File: src/rtl/id_scoreboard.sv
// Decode-stage register hazard scoreboard: per-register pending write-back counters,
// RAW / counter-full stall generation, sticky underflow error and a stall-cycle counter.
module id_scoreboard #(
  parameter int REG_NUM = 32,
  parameter int ADDR_W  = 5,
  parameter int CNT_W   = 2
) (
  input  logic              clk,
  input  logic              rst,
  input  logic              id_valid_i,
  input  logic              reg1_read_i,
  input  logic [ADDR_W-1:0] reg1_addr_i,
  input  logic              reg2_read_i,
  input  logic [ADDR_W-1:0] reg2_addr_i,
  input  logic              reg_write_i,
  input  logic [ADDR_W-1:0] waddr_i,
  input  logic              wb_valid_i,
  input  logic [ADDR_W-1:0] wb_addr_i,
  input  logic              flush_i,
  output logic              stall_o,
  output logic              issue_o,
  output logic              err_o,
  output logic [15:0]       stall_cnt_o
);

  localparam logic [CNT_W-1:0] CNT_MAX = '1;

  logic [CNT_W-1:0] pend_v [REG_NUM];
  logic [CNT_W-1:0] pend_r1, pend_r2, pend_w, pend_wb;
  logic             raw1, raw2, waw_full;
  logic             inc_en, dec_en, same_reg;
  logic             err_q, err_d;
  logic [15:0]      stall_cnt_q, stall_cnt_d;

  assign pend_r1 = pend_v[reg1_addr_i];
  assign pend_r2 = pend_v[reg2_addr_i];
  assign pend_w  = pend_v[waddr_i];
  assign pend_wb = pend_v[wb_addr_i];

  assign raw1     = reg1_read_i && (reg1_addr_i != '0) && (pend_r1 != '0);
  assign raw2     = reg2_read_i && (reg2_addr_i != '0) && (pend_r2 != '0);
  assign waw_full = reg_write_i && (waddr_i != '0) && (pend_w == CNT_MAX);

  assign stall_o = id_valid_i & ~flush_i & (raw1 | raw2 | waw_full);
  assign issue_o = id_valid_i & ~flush_i & ~stall_o;

  // A flush discards the write-back of its cycle, so it cannot raise the error either.
  assign inc_en   = issue_o & reg_write_i & (waddr_i != '0);
  assign dec_en   = wb_valid_i & ~flush_i & (wb_addr_i != '0);
  assign same_reg = inc_en & dec_en & (waddr_i == wb_addr_i);

  generate
    for (genvar gi = 0; gi < REG_NUM; gi++) begin : g_reg
      if (gi == 0) begin : g_zero
        assign pend_v[gi] = '0;
      end else begin : g_cnt
        logic [CNT_W-1:0] pend_q, pend_d;
        logic             inc, dec;

        assign inc = inc_en && (waddr_i == ADDR_W'(gi));
        assign dec = dec_en && (wb_addr_i == ADDR_W'(gi));

        always_comb begin
          pend_d = pend_q;
          if (flush_i) begin
            pend_d = '0;
          end else if (inc && !dec) begin
            pend_d = pend_q + CNT_W'(1);
          end else if (dec && !inc && (pend_q != '0)) begin
            pend_d = pend_q - CNT_W'(1);
          end
        end

        always_ff @(posedge clk or negedge rst) begin
          if (!rst) pend_q <= '0;
          else      pend_q <= pend_d;
        end

        assign pend_v[gi] = pend_q;
      end
    end
  endgenerate

  always_comb begin
    err_d       = err_q | (dec_en & ~same_reg & (pend_wb == '0));
    stall_cnt_d = stall_cnt_q;
    if (stall_o && (stall_cnt_q != 16'hFFFF)) stall_cnt_d = stall_cnt_q + 16'd1;
  end

  always_ff @(posedge clk or negedge rst) begin
    if (!rst) begin
      err_q       <= 1'b0;
      stall_cnt_q <= '0;
    end else begin
      err_q       <= err_d;
      stall_cnt_q <= stall_cnt_d;
    end
  end

  assign err_o       = err_q;
  assign stall_cnt_o = stall_cnt_q;

endmodule

File: config.mk
export PLATFORM = sky130hd
export DESIGN_NAME = id_scoreboard
export DESIGN_NICKNAME = d
export VERILOG_FILES = /design/src/rtl/id_scoreboard.sv
export SDC_FILE = /design/constraint.sdc
export NUM_CORES = 1
export LEC_CHECK = 0
export BUFFER_PORTS_ARGS = -buffer_cell sky130_fd_sc_hd__buf_2
export CAP_MARGIN = 5
export CORE_MARGIN = 1
export CORE_UTILIZATION = 65
export CTS_BUF_LIST = sky130_fd_sc_hd__clkbuf_8
export DETAILED_ROUTE_END_ITERATION = 7
export PLACE_DENSITY = 0.89
export REMOVE_ABC_BUFFERS = 1
export SLEW_MARGIN = 20
export SYNTH_ARGS = -nofsm -noshare
export SYNTH_HDL_FRONTEND = slang
export SYNTH_SLANG_ARGS = --single-unit
File: constraint.sdc
create_clock -name clk -period 4.41 [get_ports clk]
set_input_delay 0.2205 -clock clk [delete_from_list [all_inputs] [get_ports clk]]
set_output_delay 0.2205 -clock clk [all_outputs]
set_load 0.05 [all_outputs]
==> key figures, run 1 <==
Layout
  • Sequential standard cell area: 1980 um2
  • Share of layout cells above drive strength 1: 18.5%
  • Multi-input gate area: 4600 um2
  • Antenna fix cells: 0
  • Synth-to-Final Area Change: 5.00%
  • Final net count: 850
  • Filler cells: 813

Timing
  • Final hold violations: 0
  • Setup TNS: 0 ns
  • Rel. slew slack: 39.7%
  • Fin crit share: 81.2%
  • Achievable frequency: 279 MHz
  • Worst-margin pin slew: 0.904 ns
  • Pins Over Slew Limit: 0
  • RSZ-0062 raised after global routing: false
  • Post-layout min period: 3.58 ns
  • Clk_skew: 0.0104 ns
  • Endpoints failing setup: 0

Critical path
  • Worst path cell trace: nor2_1 -> mux4_2 -> mux2i_1 -> a22oi_2 -> nand4_4 -> nor2_2 -> a31oi_1 -> a2111oi_1
  • CP required: 4.66 ns
  • Crit path DAT: 3.83 ns
  • CP top delay family: simple AND/OR/NAND/NOR gates
  • Worst R2R Setup Slack: 0.83 ns
  • Reg2reg start: g_reg[26].g_cnt.pend_q[0]$_DFFE_PN0P_
  • CP max FO: 19
  • FF-to-FF End: g_reg[17].g_cnt.pend_q[1]$_DFFE_PN0P_
  • Worst Setup Start Kind: flop
  • R2R depth: 8
  • Worst path slowest cell: nor2_2
  • Worst path max stage delay: 0.82 ns
  • Bufs and invs on worst path: 0
  • Crit path capture type: flop
  • Crit Path Category: flop to flop

Routing
  • Routed wire per std cell: 23.9 um
  • Post-route DRC violation count: 0
  • First-pass DRT Iterations: 7
  • Final ANT Viol Nets: 0
  • Routed vias/inst: 7.41
  • Via count: 7,117
  • Drt total wl: 23,000 um
  • Drt initial violations: 1,025

Die
  • Die height: 105 um
  • Initial core utilization: 67.1%
  • CORE AREA: 10,300 um2
  • Die footprint: 11,100 um2
  • Ports: 47
  • Die width: 105 um
  • FP Rows: 37

Clock tree
  • CTS sink count: 79
  • Worst-Skew Late Latency: 0.37 ns
  • Root Driver: clkbuf_8
  • H-tree Lvls: 3
  • CTS tree: yes
  • Max Root-Sink Buffers: 2
  • Num CTS Buffers: 9
  • Post-CTS setup-driven buffer insertion count: 0
  • Clk slew on worst S/H paths: 0.09 ns

Pwr
  • Clock power frac: 31.3%
  • Pwr dens: 225 nW/um2
  • Switching power: 0.000591 W
  • Worst vdd ir: 0.000262 V
  • Leakage: 2.69 nW
  • Final Power: 0.00164 W
  • Share of power burned in combinational logic: 21.9%
  • Internal power: 0.00105 W
  • Switching Fraction: 36.0%
  • Sequential power share: 46.8%

Logic synthesis
  • Ys async rst share: 100%
  • Post-synthesis sequential area ratio: 28.5%
  • Cells after Synth: 808
  • Number of synthesis warnings: 0
  • Most frequent cell after synthesis: nor2_1
  • Synth Cell Area: 6930 um2
  • Number of enable flip-flop cells after synthesis: 0
  • Synth top area share: 28.5%
  • Main synth FF type: dfrtp_1
  • Top post-synthesis cells by count: 112 x nor2_1, 90 x nand2_1, 79 x dfrtp_1
  • Post-synth cell types: 87
  • Synth area leader: dfrtp_1
  • Yosys reg bits: 79
  • Top cells by area, synth: dfrtp_1 29%, mux4_2 10%, nor2_1 6.1%, nand2_1 4.9%, nand3_1 3.4%
  • Syn avg cell area: 8.58 um2

Min path
  • Min-Delay Path Class: input pin to flop
  • Hold path start: reg_write_i
  • Hold Path Stages: 3
  • Hold EP: err_o$_DFF_PN0_

Place
  • PortBufs: 46
  • Gpl congestion: 1.00
  • Final HPWL DP: 16,800 um

Global routing
  • Vias in the first global route: 6,835
  • Largest net degree at the start of global routing: 80
  • GRT Util Overall: 43.2%
  • GRT Residual Overflow: 0
  • Initial antenna violation count: 0
  • Global-route wire length before repair: 36,500 um

Outcome
  • Status: finished, final reports clean

Job
  • Max-Cap Viols: 0
worst max-delay path by stage:
stage / end / startpoint / cells past startpoint
after global placement: g_reg[17].g_cnt.pend_q[1]$_DFFE_PN0P_ / waddr_i[0] / 9
final: g_reg[17].g_cnt.pend_q[1]$_DFFE_PN0P_ / g_reg[26].g_cnt.pend_q[0]$_DFFE_PN0P_ / 8
after detailed placement: g_reg[17].g_cnt.pend_q[1]$_DFFE_PN0P_ / waddr_i[0] / 9
after CTS: issue_o / g_reg[13].g_cnt.pend_q[0]$_DFFE_PN0P_ / 8
after global routing: g_reg[17].g_cnt.pend_q[1]$_DFFE_PN0P_ / g_reg[13].g_cnt.pend_q[0]$_DFFE_PN0P_ / 8
after floorplan: g_reg[9].g_cnt.pend_q[1]$_DFFE_PN0P_ / g_reg[3].g_cnt.pend_q[1]$_DFFE_PN0P_ / 8
what timing repair did:
item	in CTS	in global routing
gates resized for setup	0	0
endpoints found under the hold margin	0	79
hold buffers	0	1
metal layers:
metal,global-route usage (%),part of all wire (%),vias to the layer above
met5,0,0.15,-
met4,18.9,5.0,2
met3,10.0,14,113
met2,64.8,43,582
met1,59.9,38,3371
li1,-,-,3049
sequential cells by signal, indices dropped and copies added, names as in the netlist:
| signal | flops |
|---|---|
| stall_cnt_o | 16 |
| g.g_cnt.pend_q | 62 |
| err_o | 1 |
layout make-up:
type                       count  share of cell area [%]
multi-input combinational    660                    63.2
clock buffer                  10                    1.89
timing repair buffer          53                    4.01
sequential                    79                    27.2
clock inverter                 5                   0.464
tap                          136                    2.34
inverter                      18                   0.928
kinds of logic after synthesis:
group           synth area share, %
flops                          28.5
simple gates                   30.4
xor+xnor                       2.78
mux                            14.3
compound gates                 18.8
buf+inv                        5.11
fa+ha+maj                     0.181
per-stage QoR:
stage | setup slack (ns) | cell area (um2) | hold slack, ns | utilization (%) | instances
2_1_floorplan | 1.31 | 6640 | -0.0751 | - | 757
3_3_place_gp | 0.903 | 7090 | 0.440 | 68.7 | 945
3_5_place_dp | 0.758 | 7090 | 0.464 | 68.7 | 945
4_1_cts | 0.969 | 7260 | 0.0658 | 70.4 | 960
5_1_grt | 0.646 | 7280 | 0.266 | 70.5 | 961
6_report | 0.827 | 7280 | 0.261 | 70.5 | 961
worst min-delay path, stage by stage:
cell and delay, ns:
buf_2 0.15, nand4_1 0.09, a31o_2 0.14
power by group through the flow:
stage / clock, W / combinational [W] / sequential [W]
finish: 0.000514 / 0.000359 / 0.000768
global route: 0.000538 / 0.000378 / 0.000770
CTS: 0.000511 / 0.000350 / 0.000767
detailed placement: 0 / 0.000348 / 0.000782
global placement: 0 / 0.000342 / 0.000779
floorplan: 0 / 0.000141 / 0.000835
cell usage in the layout, fill, tap and decap left out, types with 5 or more instances in the layout:
cell type,netlist,layout
buf_2,11,45
nand2b_1,14,14
nand4_1,16,16
dfrtp_1,79,79
nor2b_1,18,18
and3_1,9,9
a21o_1,6,6
nor2_1,112,112
nand2_1,90,90
a31oi_1,8,8
nor4_1,9,9
a311oi_1,6,6
nor3b_1,12,12
o21ai_0,25,25
nand3_1,47,47
nor3_1,27,27
a21oi_1,43,43
mux2i_1,11,11
xnor2_1,9,9
o211ai_1,13,13
buf_4,4,6
nor4b_1,8,8
a211oi_1,9,9
mux2_2,10,10
xor2_1,13,13
clkbuf_8,0,10
o32ai_1,5,5
mux4_2,32,32
nor3_2,7,7
inv_1,16,16
(Power assumes the default switching activity.)
==> run 2: changes to the inputs <==
- CORE_UTILIZATION: 65 -> 64
- PLACE_DENSITY: 0.89 -> 0.88
- clock period: 4.41 -> 3.3 ns (I/O delays scaled with it)
==> key figures, run 2 (synthesis results as in run 1) <==
Place
  • Area of placed instances: 7260 um2 (+2.3%)
  • PortBufs: 46 (unchanged)
  • Placed Cells: 967 (+2.3%)
  • Final HPWL DP: 18,200 um (+8.3%)
  • Gpl congestion: 1.05 (+4.4%)

Clock tree
  • Max Root-Sink Buffers: 2 (unchanged)
  • Clk slew on worst S/H paths: 0.08 ns (about the same)
  • Num CTS Buffers: 9 (unchanged)
  • H-tree Lvls: 3 (unchanged)
  • CTS tree: yes
  • Root Driver: clkbuf_8
  • Worst-Skew Late Latency: 0.39 ns (+0.02 ns)
  • CTS sink count: 79 (unchanged)

Critical path
  • Crit path capture type: output pin
  • Worst Setup Start Kind: flop
  • R2R depth: 9 (+1)
  • Reg2reg start: g_reg[18].g_cnt.pend_q[0]$_DFFE_PN0P_
  • Crit path DAT: 3.06 ns (-0.77 ns)
  • CP required: 3.13 ns (-1.53 ns)
  • FF-to-FF End: g_reg[16].g_cnt.pend_q[0]$_DFFE_PN0P_
  • CP max FO: 27 (+8)
  • Crit Path Category: flop to output pin
  • Worst R2R Setup Slack: 0.20 ns (-0.63 ns)

Pwr
  • Switching Fraction: 35.7% (-0.35 points)
  • Switching power: 0.000822 W (+39%)
  • Sequential power share: 44.6% (-2.2 points)
  • Pwr dens: 308 nW/um2 (+36%)
  • Internal power: 0.00148 W (+41%)
  • Final Power: 0.00231 W (+41%)
  • Leakage: 2.83 nW (+5.3%)
  • Share of power burned in combinational logic: 22.3% (+0.4 points)
  • Clock power frac: 33.0% (+1.7 points)
  • Worst vdd ir: 0.000445 V (+70%)

Layout
  • Share of layout cells above drive strength 1: 21.1% (+2.5 points)
  • Multi-input gate area: 4610 um2 (+0.22%)
  • Non-filler cells, final: 986 (+2.6%)
  • Sequential standard cell area: 1980 um2 (unchanged)
  • Antenna fix cells: 0 (unchanged)
  • Post-route cell area: 7490 um2 (+3.0%)
  • Largest Register: g.g_cnt.pend_q
  • Synth-to-Final Area Change: 8.11%
  • Final net count: 874 (+2.8%)
  • Most frequent cells in the layout: 111 x nor2_1, 90 x nand2_1, 79 x dfrtp_1, 47 x nand3_1, 45 x buf_2
  • Filler cells: 831 (+2.2%)
  • Final Util: 71.9% (+1.4 points)
  • Commonest non-fill, non-tap cell in the layout: nor2_1
  • Max reg flops: 62 (unchanged)

Routing
  • Final ANT Viol Nets: 0 (unchanged)
  • Routed vias/inst: 7.43 (+0.38%)
  • Drt initial violations: 1,043 (+1.8%)
  • Routed wire per std cell: 24.9 um (+3.9%)
  • Drt total wl: 24,500 um (+6.6%)
  • First-pass DRT Iterations: 7 (unchanged)
  • Via count: 7,330 (+3.0%)
  • Post-route DRC violation count: 0 (unchanged)

Die
  • Die footprint: 11,200 um2 (+1.5%)
  • Ports: 47 (unchanged)
  • Die width: 106 um (+0.76%)
  • CORE AREA: 10,400 um2 (+0.90%)
  • FP Rows: 37 (unchanged)
  • Initial core utilization: 66.5% (-0.60 points)
  • Die height: 106 um (+0.76%)

Timing
  • Achievable frequency: 310 MHz
  • RSZ-0062 raised after global routing: false
  • Endpoints failing setup: 0 (unchanged)
  • Final hold violations: 0 (unchanged)
  • Pins Over Slew Limit: 0 (unchanged)
  • Rel. slew slack: 31.6% (-8.1 points)
  • Clk_skew: 0.0109 ns (+0.000511 ns)
  • Fin crit share: 97.8%
  • Worst-margin pin slew: 1.02 ns (+0.119 ns)
  • Post-layout min period: 3.23 ns
  • Setup TNS: 0 ns (unchanged)

Min path
  • Hold path start: reg_write_i
  • Hold Path Stages: 3 (unchanged)
  • Hold EP: err_o$_DFF_PN0_
  • Min-Delay Path Class: input pin to flop

Outcome
  • Status: finished, final reports clean

Job
  • Max-Cap Viols: 0 (unchanged)

Global routing
  • Largest net degree at the start of global routing: 80 (unchanged)
  • GRT Util Overall: 45.7% (+2.5 points)
  • Initial antenna violation count: 0 (unchanged)
  • Global-route wire length before repair: 38,600 um (+5.8%)
  • GRT Residual Overflow: 0 (unchanged)
  • Vias in the first global route: 7,057 (+3.2%)
-- run 2: metal layers --
metal	part of all wire [%]	vias up	global-route usage (%)	wire, um
met5	0	-	0	0
met3	14	133	13.9	3430
met1	37	3488	59.0	8950
met2	44	611	69.0	10800
met4	5.5	0	24.0	1340
li1	-	3098	-	-
-- run 2: how the worst max path moves through the flow --
stage / start / endpoint / slack [ns] / depth (start not counted)
6_report: g_reg[18].g_cnt.pend_q[0]$_DFFE_PN0P_ / issue_o / 0.07 / 8
5_1_grt: g_reg[27].g_cnt.pend_q[0]$_DFFE_PN0P_ / issue_o / 0.005 / 8
4_1_cts: g_reg[25].g_cnt.pend_q[0]$_DFFE_PN0P_ / stall_o / 0.09 / 7
3_5_place_dp: waddr_i[0] / g_reg[17].g_cnt.pend_q[1]$_DFFE_PN0P_ / 0.14 / 10
3_3_place_gp: waddr_i[0] / g_reg[10].g_cnt.pend_q[0]$_DFFE_PN0P_ / 0.24 / 10
2_1_floorplan: g_reg[3].g_cnt.pend_q[1]$_DFFE_PN0P_ / g_reg[9].g_cnt.pend_q[1]$_DFFE_PN0P_ / 0.20 / 8
-- run 2: timing repair --
action | CTS | global route
hold buffers | 1 | 0
setup buffers | 0 | 2
endpoints found under the setup margin | 0 | 4
resized for setup | 0 | 3
endpoints found under the hold margin | 21 | 0
-- run 2: power groups by stage --
stage	clock (W)	sequential (W)	combinational, W
2_1_floorplan	0	0.00112	0.000188
3_3_place_gp	0	0.00104	0.000483
3_5_place_dp	0	0.00105	0.000496
4_1_cts	0.000764	0.00103	0.000497
5_1_grt	0.000795	0.00103	0.000536
6_report	0.000762	0.00103	0.000515
-- run 2: cell type report --
| cell class | instances | area share, % |
|---|---|---|
| inverters | 18 | 0.902 |
| clock buffers | 9 | 1.65 |
| multi-input cells | 660 | 61.5 |
| well taps | 136 | 2.27 |
| flip-flops and latches | 79 | 26.4 |
| clock inverters | 7 | 0.969 |
| repair buffers | 77 | 6.30 |
-- run 2: stage by stage --
stage / hold slack, ns / setup WS (ns)
floorplan: -0.131 / 0.201
CTS: 0.198 / 0.0857
finish: 0.216 / 0.0735
global placement: 0.391 / 0.241
detailed placement: 0.411 / 0.143
global route: 0.229 / 0.00516
-- run 2: critical path, stage by stage (launching register included) --
cell and delay, ns:
dfrtp_1 0.50, nor2_1 0.13, mux4_2 0.48, or2_4 0.25, a41oi_4 0.28, and2_4 0.49
nor3_4 0.09, buf_4 0.21, buf_2 0.23
==> run 3: changes to the inputs <==
- SETUP_SLACK_MARGIN: default -> 0.5
==> key figures, run 3 (synthesis results as in run 1) <==
Die
  • Die height: 106 um (unchanged)
  • Die footprint: 11,200 um2 (unchanged)
  • Die width: 106 um (unchanged)
  • FP Rows: 37 (unchanged)
  • CORE AREA: 10,400 um2 (unchanged)
  • Ports: 47 (unchanged)
  • Initial core utilization: 66.5% (unchanged)

Clock tree
  • Clk slew on worst S/H paths: 0.08 ns (about the same)
  • Worst-Skew Late Latency: 0.40 ns (about the same)
  • CTS tree: yes
  • H-tree Lvls: 3 (unchanged)
  • CTS sink count: 79 (unchanged)
  • Root Driver: clkbuf_8
  • Max Root-Sink Buffers: 2 (unchanged)
  • Num CTS Buffers: 9 (unchanged)

Layout
  • Antenna fix cells: 0 (unchanged)
  • Synth-to-Final Area Change: 12.4%
  • Largest Register: g.g_cnt.pend_q
  • Final net count: 891 (+1.9%)
  • Most frequent cells in the layout: 94 x nor2_1, 90 x nand2_1, 61 x dfrtp_1, 47 x nand3_1
  • Filler cells: 786 (-5.4%)
  • Max reg flops: 62 (unchanged)
  • Share of layout cells above drive strength 1: 27.1% (+6.0 points)
  • Commonest non-fill, non-tap cell in the layout: nor2_1

Pwr
  • Final Power: 0.00234 W (+1.3%)
  • Sequential power share: 44.1% (-0.5 points)
  • Share of power burned in combinational logic: 23.4% (+1.1 points)
  • Internal power: 0.00150 W (+1.1%)
  • Pwr dens: 300 nW/um2 (-2.6%)
  • Leakage: 2.94 nW (+3.7%)
  • Switching Fraction: 35.8% (+0.11 points)
  • Clock power frac: 32.5% (-0.5 points)
  • Worst vdd ir: 0.000449 V (+0.77%)
  • Switching power: 0.000836 W (+1.6%)

Routing
  • Drt initial violations: 1,043 (unchanged)
  • Final ANT Viol Nets: 0 (unchanged)
  • Via count: 7,455 (+1.7%)
  • Routed vias/inst: 7.43 (about the same)
  • First-pass DRT Iterations: 8 (+1)
  • Drt total wl: 25,200 um (+2.7%)
  • Post-route DRC violation count: 0 (unchanged)
  • Routed wire per std cell: 25.1 um (+1.0%)

Outcome
  • Status: finished, final reports clean

Global routing
  • Largest net degree at the start of global routing: 80 (unchanged)
  • Global-route wire length before repair: 38,800 um (+0.65%)
  • GRT Util Overall: 46.1% (+0.44 points)
  • Vias in the first global route: 7,125 (+0.96%)
  • GRT Residual Overflow: 0 (unchanged)
  • Initial antenna violation count: 0 (unchanged)

Timing
  • Endpoints failing setup: 0 (unchanged)
  • Achievable frequency: 352 MHz (+14%)
  • Post-layout min period: 2.84 ns (-0.389 ns)
  • Pins Over Slew Limit: 0 (unchanged)
  • Worst-margin pin slew: 0.966 ns (-0.0561 ns)
  • Clk_skew: 0.00964 ns (-0.00129 ns)
  • Fin crit share: 86.0% (-12 points)
  • RSZ-0062 raised after global routing: true
  • Rel. slew slack: 35.3% (+3.8 points)
  • Setup TNS: 0 ns (unchanged)
  • Final hold violations: 0 (unchanged)

Critical path
  • CP max FO: 10 (-63%)
  • R2R depth: 9 (unchanged)
  • Crit path DAT: 2.67 ns (-0.39 ns)
  • CP required: 3.13 ns (about the same)
  • Crit Path Category: flop to output pin
  • Crit path capture type: output pin
  • Worst Setup Start Kind: flop
  • Worst R2R Setup Slack: 0.55 ns (+0.35 ns)

Min path
  • Min-Delay Path Class: input pin to flop
  • Hold Path Stages: 3 (unchanged)

Place
  • PortBufs: 46 (unchanged)
  • Gpl congestion: 1.05 (unchanged)
  • Final HPWL DP: 18,200 um (unchanged)

Job
  • Max-Cap Viols: 0 (unchanged)
run 3: cell count changes in the layout (fill, tap and decap cells not counted), sizes merged:
cell	before	now
and2	5	6
buf	76	90
clkbuf	9	10
o211ai	14	15
run 3: stage by stage:
stage          hold WS (ns)  area [um2]  instances  util [%]  worst slack, ns
3_5_place_dp          0.411        7260        967      69.7            0.143
6_report              0.207        7790       1003      74.8            0.463
5_1_grt               0.221        7790       1003      74.8            0.414
4_1_cts               0.198        7580        990      72.7            0.420
3_3_place_gp          0.391        7260        967      69.7            0.241
2_1_floorplan        -0.131        6640        757         -            0.201
run 3: layout make-up:
| class | instances | area (um2) | share of cell area (%) |
|---|---|---|---|
| Multi-Input combinational cell | 662 | 4740 | 60.9 |
| Timing Repair Buffer | 92 | 616 | 7.90 |
| Sequential cell | 79 | 2000 | 25.7 |
| Clock buffer | 9 | 124 | 1.59 |
| Clock inverter | 7 | 72.6 | 0.931 |
| Tap cell | 136 | 170 | 2.18 |
| Inverter | 18 | 67.6 | 0.867 |
run 3: routing by layer:
metal | share of wire, % | up-vias | GRT usage (%)
met5 | 0 | - | 0
met4 | 6.2 | 0 | 25.3
met3 | 15 | 153 | 15.3
met2 | 44 | 645 | 68.8
met1 | 36 | 3521 | 59.1
li1 | - | 3136 | -
run 3: path summary, 6_finish.rpt:
check                                                 startpoint                               endpoint
min in group asynchronous                                    rst  g_reg[16].g_cnt.pend_q[0]$_DFFE_PN0P_
max in group asynchronous                                    rst  g_reg[28].g_cnt.pend_q[0]$_DFFE_PN0P_
setup reg to reg           g_reg[22].g_cnt.pend_q[1]$_DFFE_PN0P_  g_reg[21].g_cnt.pend_q[0]$_DFFE_PN0P_
hold / removal                                       reg_write_i                        err_o$_DFF_PN0_
setup / recovery           g_reg[22].g_cnt.pend_q[1]$_DFFE_PN0P_                                stall_o
hold reg to reg                                  err_o$_DFF_PN0_                        err_o$_DFF_PN0_
run 3: worst max-delay path: stages (launching register included):
cell and delay, ns:
dfrtp_1 0.42, nor2_1 0.10, mux4_2 0.47, o221a_2 0.30, a41oi_4 0.28, nand2_4 0.20, a21oi_4 0.26, buf_4 0.24
run 3: power groups by stage:
stage	Sequential, W	Combinational [W]	Clock, W
2_1_floorplan	0.00112	0.000188	0
3_3_place_gp	0.00104	0.000483	0
3_5_place_dp	0.00105	0.000496	0
4_1_cts	0.00103	0.000513	0.000764
5_1_grt	0.00103	0.000567	0.000799
6_report	0.00103	0.000546	0.000760
run 3: repair_timing:
| item | CTS | global route |
|---|---|---|
| hold endpoints to repair | 22 | 0 |
| endpoints found under the setup margin | 59 | 37 |
| hold buffers | 1 | 0 |
| buffers inserted | 5 | 12 |
| gates resized for setup | 21 | 38 |
| pin swaps | 5 | 8 |
| cloned | 1 | 1 |
